File: config.mk
export PLATFORM = sky130hd
export DESIGN_NAME = mux2_rr_arbiter
export DESIGN_NICKNAME = d
export VERILOG_FILES = /design/src/rtl/mux2_rr_arbiter.sv
export SDC_FILE = /design/constraint.sdc
export NUM_CORES = 1
export LEC_CHECK = 0
export BUFFER_PORTS_ARGS = -buffer_cell sky130_fd_sc_hd__clkbuf_2
export CAP_MARGIN = 40
export CORE_MARGIN = 2
export CORE_UTILIZATION = 49
export CTS_CLUSTER_SIZE = 28
export DETAILED_ROUTE_END_ITERATION = 8
export PLACE_DENSITY = 0.74
export SYNTH_ARGS = -nofsm -noshare
export SYNTH_HDL_FRONTEND = slang
export SYNTH_SLANG_ARGS = --single-unit
File: constraint.sdc
create_clock -name clk -period 1.8 [get_ports clk]
set_clock_uncertainty 0.1 [all_clocks]
set_input_delay 0.36 -clock clk [delete_from_list [all_inputs] [get_ports clk]]
set_output_delay 0.36 -clock clk [all_outputs]
set_load 0.005 [all_outputs]
File: src/rtl/mux2_rr_arbiter.sv
// Round-robin arbiter for the 2:1 data mux with a hold limit; grant and select follow a sampled request by 1 cycle, f follows data by 1 cycle.
// No backpressure: requesters hold their level request until granted, and are forcibly preempted after MAX_HOLD cycles if the other waits.
module mux2_rr_arbiter #(
  parameter int MAX_HOLD = 8,
  parameter int CNT_W    = 4
) (
  input  logic clk,
  input  logic reset,
  input  logic req0,
  input  logic req1,
  input  logic I0,
  input  logic I1,
  output logic X,
  output logic gnt0,
  output logic gnt1,
  output logic f,
  output logic f_bar
);

  localparam logic [1:0] S_IDLE   = 2'd0;
  localparam logic [1:0] S_GNT0   = 2'd1;
  localparam logic [1:0] S_GNT1   = 2'd2;
  localparam logic [1:0] S_SWITCH = 2'd3;

  localparam logic [CNT_W-1:0] HOLD_LAST = CNT_W'(MAX_HOLD - 1);

  logic [1:0]       state;
  logic [1:0]       state_nxt;
  logic [CNT_W-1:0] hold_cnt;
  logic             last;
  logic             last_nxt;
  logic             x_nxt;
  logic             in_grant;

  assign in_grant = (state == S_GNT0) || (state == S_GNT1);

  always_comb begin
    state_nxt = state;
    x_nxt     = X;
    last_nxt  = last;
    case (state)
      S_IDLE: begin
        // On a tie, last==1 hands the grant to requester 0.
        if (req0 && (!req1 || last)) begin
          state_nxt = S_GNT0;
          x_nxt     = 1'b0;
        end else if (req1) begin
          state_nxt = S_GNT1;
          x_nxt     = 1'b1;
        end
      end
      S_GNT0: begin
        if (!req0 || (hold_cnt == HOLD_LAST && req1)) begin
          last_nxt = 1'b0;
          if (req1) begin
            state_nxt = S_SWITCH;
            x_nxt     = 1'b1;
          end else begin
            state_nxt = S_IDLE;
          end
        end
      end
      S_GNT1: begin
        if (!req1 || (hold_cnt == HOLD_LAST && req0)) begin
          last_nxt = 1'b1;
          if (req0) begin
            state_nxt = S_SWITCH;
            x_nxt     = 1'b0;
          end else begin
            state_nxt = S_IDLE;
          end
        end
      end
      default: begin
        // In SWITCH, X already points at the incoming requester.
        if (X ? req1 : req0) begin
          state_nxt = X ? S_GNT1 : S_GNT0;
        end else if (X ? req0 : req1) begin
          state_nxt = X ? S_GNT0 : S_GNT1;
          x_nxt     = ~X;
        end else begin
          state_nxt = S_IDLE;
        end
      end
    endcase
  end

  always_ff @(posedge clk) begin
    if (reset) begin
      state    <= S_IDLE;
      X        <= 1'b0;
      last     <= 1'b1;
      hold_cnt <= '0;
      f        <= 1'b0;
    end else begin
      state <= state_nxt;
      X     <= x_nxt;
      last  <= last_nxt;
      if (state_nxt != state) begin
        hold_cnt <= '0;
      end else if (in_grant && hold_cnt != HOLD_LAST) begin
        hold_cnt <= hold_cnt + CNT_W'(1);
      end
      if (in_grant) begin
        f <= X ? I1 : I0;
      end
    end
  end

  assign gnt0  = (state == S_GNT0);
  assign gnt1  = (state == S_GNT1);
  assign f_bar = ~f;

endmodule

# Word level (Yosys, flattened, before mapping)
# Cells that the tools add are included.
word_totals:
  reg_bits: 9
  latchBits: 0
  ram_bits: 0
  romBits: 0
  memories: 0
op_classes:
  addsub: 1
  mul: 0
  n_div: 0
  order_cmp: 0
  eq_ne: 9
  n_shift: 0
  muxes: 25
  bitwise: 2
  n_reduce_logical: 16
ops:
  columns: ["op", "n"]
  rows:
  - ["two-way mux 2 bit", 10]
  - ["two-way mux 1 bit", 12]
  - ["inequality test 4 x 3 -> 1 bit (second input constant)", 2]
  - ["one-hot mux 2 bit (3 select lines)", 1]
  - ["AND reduction 5 bit", 1]
  - ["adder 4 x 1 -> 4 bit (second input constant)", 1]
  - ["== test 4 x 3 -> 1 bit (second input constant)", 1]
  - ["logical AND 1 bit", 4]
  - ["logical OR 1 bit", 4]
  - ["inequality test 2 x 1 -> 1 bit (second input constant)", 2]
  - ["nonzero test 4 bit", 1]
  - ["one-hot mux 1 bit (3 select lines)", 1]
  - ["AND reduction 3 bit", 1]
  - ["== test 2 x 1 -> 1 bit (second input constant)", 1]
  - ["== test 2 bit (second input constant)", 1]
  - ["zero test 1 bit", 2]
  - ["zero test 2 bit", 1]
  - ["inequality test 2 bit", 1]
  - ["inequality test 2 bit (second input constant)", 1]
  - ["inverter 1 bit", 2]
  - ["one-hot mux 1 bit (2 select lines)", 1]
  - ["nonzero test 2 bit", 1]
  - ["OR reduction 2 bit", 1]

# Depth between registers and ports, before layout
depth:
  word_depth: 7
  ltp_mapped: 7

# Worst setup path after synthesis
# Ideal clock, no wire load.
synth_path:
  path_kind: "reg-to-reg"
  start: "register hold_cnt[0]"
  end: "register hold_cnt[2]"
  t_arrival_ps: 1729
  path_slack_ps: -117
  stages_incl_launch_ff: 7
  path_buffers: 0
  synth_period_minus_slack_ps: 1917
  cell_sequence: "dfxtp_1 ha_1 nand3b_4 a311oi_1 o211a_1 and4bb_2 nor4_2"
synth_between:
  elab_chain_len: 7
synth_rtl:
  columns: ["item", "line_no", "rtl"]
  rows:
  - ["start, declared", "29", "logic [CNT_W-1:0] hold_cnt;"]
  - ["start signal, assigned", "102", "hold_cnt <= hold_cnt + CNT_W'(1);"]
  - ["== test 4 x 3 -> 1 bit", "53, 64", null]
  - ["logical AND 1 bit (on tied branches)", "64, 53", null]
  - ["logical OR 1 bit (on tied branches)", "64, 53", null]
  - ["two-way mux 2 bit (on tied branches)", "64, 53", null]
  - ["one-hot mux 2 bit (3 select lines)", "41", "case (state)"]
  - ["inequality test 2 bit", "99", "if (state_nxt != state) begin"]
  - ["OR reduction 2 bit (no line)", null, null]
# Several ways; a longest one is shown, not always the timed one.
# A chain may end at the register's enable or synchronous reset.

# Worst setup path in the final report
layout_path:
  start: "register state[0]"
  end: "register hold_cnt[2]"
layout_between:
  elab_chain_len: 5
layout_rtl:
  columns: ["item", "line_no", "rtl"]
  rows:
  - ["start, declared", "27", "logic [1:0] state;"]
  - ["start signal, assigned", "96", "state <= state_nxt;"]
  - ["two-way mux 2 bit", "47", "end else if (req1) begin"]
  - ["two-way mux 2 bit", "44", "if (req0 && (!req1 || last)) begin"]
  - ["one-hot mux 2 bit (3 select lines)", "41", null]
  - ["inequality test 2 bit", "99", null]
  - ["OR reduction 2 bit (no line)", null, null]
# Several ways; a longest one is shown, not always the timed one.

==> results by stage <==
Setup path:
- In this design, the stage delay of the slowest critical-path cell is 0.36 ns.
- Counting both buffers and inverters, the worst setup path holds a total of 3.
- The master of the slowest instance on the critical path is sky130_fd_sc_hd__dfxtp_4.
- The maximum net fanout on the critical path is 4.
- The startpoint type of the worst setup path is a register.
- The required time at the endpoint of the critical path is 1.89 ns.
- The cell type group with the largest total delay on the critical path is compound AO/OA/AOI/OAI gates.
- The signal arrival time at the worst endpoint is 1.99 ns.
- The critical setup path kind is reg2reg.
- The reg-to-reg startpoint is state[0].
- The critical path goes through inv_4, buf_6, buf_4, a311o_1, a41oi_2, xnor2_2, nor4_2.
- The kind of end point of the critical path is a register.
- The beginning of the critical path is state[0].

Final layout:
- The number of antenna diodes in the final layout is 0.
- Measured on the finished design, the core utilization comes to 77.5%.
- The multi-input combinational cell area is 682 um2.
- Across the whole layout, storage elements account for 190 um2.
- The share of final-layout standard cells stronger than drive strength 1 is 56.1%.
- Leaving out fill and tap cells, the most frequent cells in the layout are sky130_fd_sc_hd__buf_4 (21), sky130_fd_sc_hd__clkbuf_2 (10), sky130_fd_sc_hd__nand2_1 (6).
- The final net count is 135.
- Leaving out fill and tap cells, the most frequent cell in the layout is sky130_fd_sc_hd__buf_4.
- The number of inserted filler cells in the final layout is 99.
- The signed area change from the synthesized netlist to the final layout is 49.3%.

Timing:
- Setup repair after global routing could not meet its margin everywhere.
- The summed negative setup slack over all endpoints is -0.152 ns.
- The count of final hold-check violations is 0.
- In the post-route analysis, the smallest setup slack over all paths is -0.0959 ns.
- The peak clock frequency supported by timing is 0.527 GHz.
- Subtracting the final worst setup slack from the clock period gives 1.90 ns.
- The final period utilization is 105%.
- The slew at the pin closest to its max-slew limit is 0.379 ns.
- The count of pins over their slew limit is 0.
- The worst pin sits at a relative slew slack of 74.7%.
- Setup violations remaining at the end of the flow were counted as 4.

Placed design:
- Buffers placed on the I/O ports in this run total 10.
- The placed wire-length estimate is 1.50 mm.
- The final weighted congestion of routability-driven global placement is 0.916.

Clocking:
- Clock-pin slew was measured on the worst setup and hold paths at 0.08 ns.
- The clock passes through at most 2 buffers.
- The cell at the root of the clock tree is sky130_fd_sc_hd__clkbuf_4.
- The number of hold-repair buffers added at the cts stage is 0.
- The total clock buffers created by CTS is 3.
- In this run the number of H-tree levels came out at 1.
- For the worst-skew pair, the clock arrives at the later sink with an insertion delay of 0.27 ns.
- For this design, the sink count on the clock tree is 9.
- TritonCTS built the clock tree.

Synthesis:
- The biggest area consumer among synthesized cells is sky130_fd_sc_hd__dfxtp_1.
- The commonest register cell after synthesis is sky130_fd_sc_hd__dfxtp_1.
- The fraction of registers with async set/reset is 0%.
- During synthesis, Yosys emitted a total of 0 warnings.
- The number of flip-flops and latches in the synthesized netlist is 9.
- The mean instance size in the synthesized netlist is 8.59 um2.
- The sequential-to-total area share from yosys stat is 23.0%.
- The total nets after synthesis is 102.
- Summed over its instances, the top area cell type makes up 23.0% of the synthesized netlist area.
- The number of flops mapped to enable cells by yosys is 0.
- In the post-synthesis netlist, the biggest area contributors are sky130_fd_sc_hd__dfxtp_1 (23%), sky130_fd_sc_hd__ha_1 (8.0%), sky130_fd_sc_hd__a21oi_1 (4.5%).
- After synthesis the cells add up to 782 um2.
- The number of different library cells used by synthesis comes to 43.
- The number of instances in the synthesized netlist is 91.

Floorplanning:
- The total number of placement rows is 14.
- The floorplan step defined a core boundary enclosing 1510 um2.
- The width of the chip is 44.0 um.
- The initial utilization of the core area, before any placement, comes to 51.9%.
- The floorplan die area is 1930 um2.
- The die is 44.0 um tall.
- 11 I/O pins were placed.

Power:
- Of the total power, registers draw 23.4%.
- The internal power component is 0.712 mW.
- For this design the total switching power over the nets is 0.542 mW.
- The worst-case IR drop observed on VDD is 755 uV.
- The proportion of total power due to net switching is 43.2%.
- The portion of total power attributed to the clock network is 12.9%.
- For this design the static power due to leakage is 0.505 nW.
- Combinational logic is responsible for 63.6% of the overall power.
- The power density of the placed cells is 1070 nW/um2.

Hold path:
- The worst hold path class is in2reg.
- The start point of the worst hold path is I0.

Global routing:
- The number of global-route vias before repair is 800.
- The first global-routing pass estimated 3.53 mm of wire.
- The overall fraction of global-route tracks in use is 25.3%.
- The initial antenna violation count is 0.
- The overall overflow remaining after global route is 0.
- Entering global routing, the biggest net connects 10 pins.

Run status:
- The checks that failed: negative setup slack.
- The run finished, with violations left.

Drt:
- Dividing the detail-routed via count by the number of cells gives 6.32.
- In the routed design, unresolved DRC markers number 0.
- The detailed router placed 879 vias in this run.
- The post-detailed-route wirelength per cell is 17.2 um.
- The first-pass detailed-route iteration total is 6.
- The count of nets left with antenna violations once routing finished came out at 0.
- For this block, the initial DRC count from the detailed router was 32.
- After detailed routing, the total wire length is 2.40 mm.

Job:
- The number of violations of the max-capacitance limit is 0.
==> cell type report <==
type	count	share of cell area, %
Clock buffer	3	1.93
Clock inverter	1	0.429
Inverter	7	2.47
Multi-Input combinational cell	71	58.4
Sequential cell	9	16.3
Tap cell	16	1.71
Timing Repair Buffer	32	18.8
==> state kept, by name, indices dropped and copies added, names as in the netlist <==
| register | flops |
|---|---|
| X | 1 |
| state | 2 |
| last | 1 |
| f | 1 |
| hold_cnt | 4 |
==> kinds of logic (layout without fill, tap and decap cells) <==
family	after synthesis	after routing	share of synthesized area, %
mux	2	2	2.56
flops	9	9	23.0
fa+ha+maj	5	5	8.00
buf+inv	11	43	8.80
compound gates	31	31	29.6
simple gates	31	31	25.8
xor+xnor	2	2	2.24
==> worst reg2reg max path: cells and delay by family (launching register included) <==
kind                      cells  cell delay (ns)
DFF                           1             0.36
and+or+nand+nor               1             0.25
xor gates and xnor gates      1             0.17
AOI/OAI and AO/OA             2             0.65
buffers and inverters         3             0.30
==> synthesized netlist by cell type, drive strengths merged, types with 2 or more instances <==
| library cell | number |
|---|---|
| a211oi | 2 |
| a21boi | 2 |
| a21oi | 7 |
| a311o | 2 |
| a311oi | 2 |
| a31oi | 4 |
| buf | 3 |
| dfxtp | 9 |
| ha | 5 |
| inv | 7 |
| mux2i | 2 |
| nand2 | 6 |
| nand3 | 2 |
| nor2 | 6 |
| nor3 | 2 |
| nor4 | 2 |
| o21a | 2 |
| o21ai | 3 |
| or2 | 2 |
| or2b | 2 |
==> timing repair <==
action,CTS,global route
pin swaps,7,12
resized for setup,16,11
setup endpoints to repair,4,5
buffers inserted,2,0
==> worst paths after layout <==
kind,end,slack [ns],depth (start not counted)
worst max-delay path,hold_cnt[2],-0.1,7
worst min-delay path,f,0.32,3
worst max register to register,hold_cnt[2],-0.1,7
worst min register to register,f,0.43,2
==> stage by stage <==
step / hold slack (ns) / area [um2] / worst slack, ns / cells / power (mW)
global placement: 0.383 / 1000 / -0.0886 / 133 / 0.867
floorplan: 0.324 / 827 / 0.00204 / 91 / 0.682
CTS: 0.310 / 1120 / -0.0297 / 139 / 1.14
finish: 0.324 / 1170 / -0.0959 / 139 / 1.25
detailed placement: 0.390 / 1000 / -0.123 / 133 / 0.884
global route: 0.338 / 1170 / -0.143 / 139 / 1.31
==> power by group through the flow <==
stage	clock, mW	combinational (mW)	sequential [mW]
finish	0.162	0.798	0.294
global placement	0	0.588	0.279
detailed placement	0	0.602	0.282
CTS	0.159	0.692	0.288
global route	0.171	0.847	0.297
floorplan	0	0.394	0.288
==> layer usage <==
metal	track usage (%)	wire, um	part of all wire [%]	vias to the layer above
met4	12.7	57	2.4	0
met3	4.58	143	6.0	10
met5	0	0	0	-
li1	-	-	-	408
met1	30.1	992	41	409
met2	42.9	1200	50	52
Note: power is estimated with default switching activity, not from simulation.
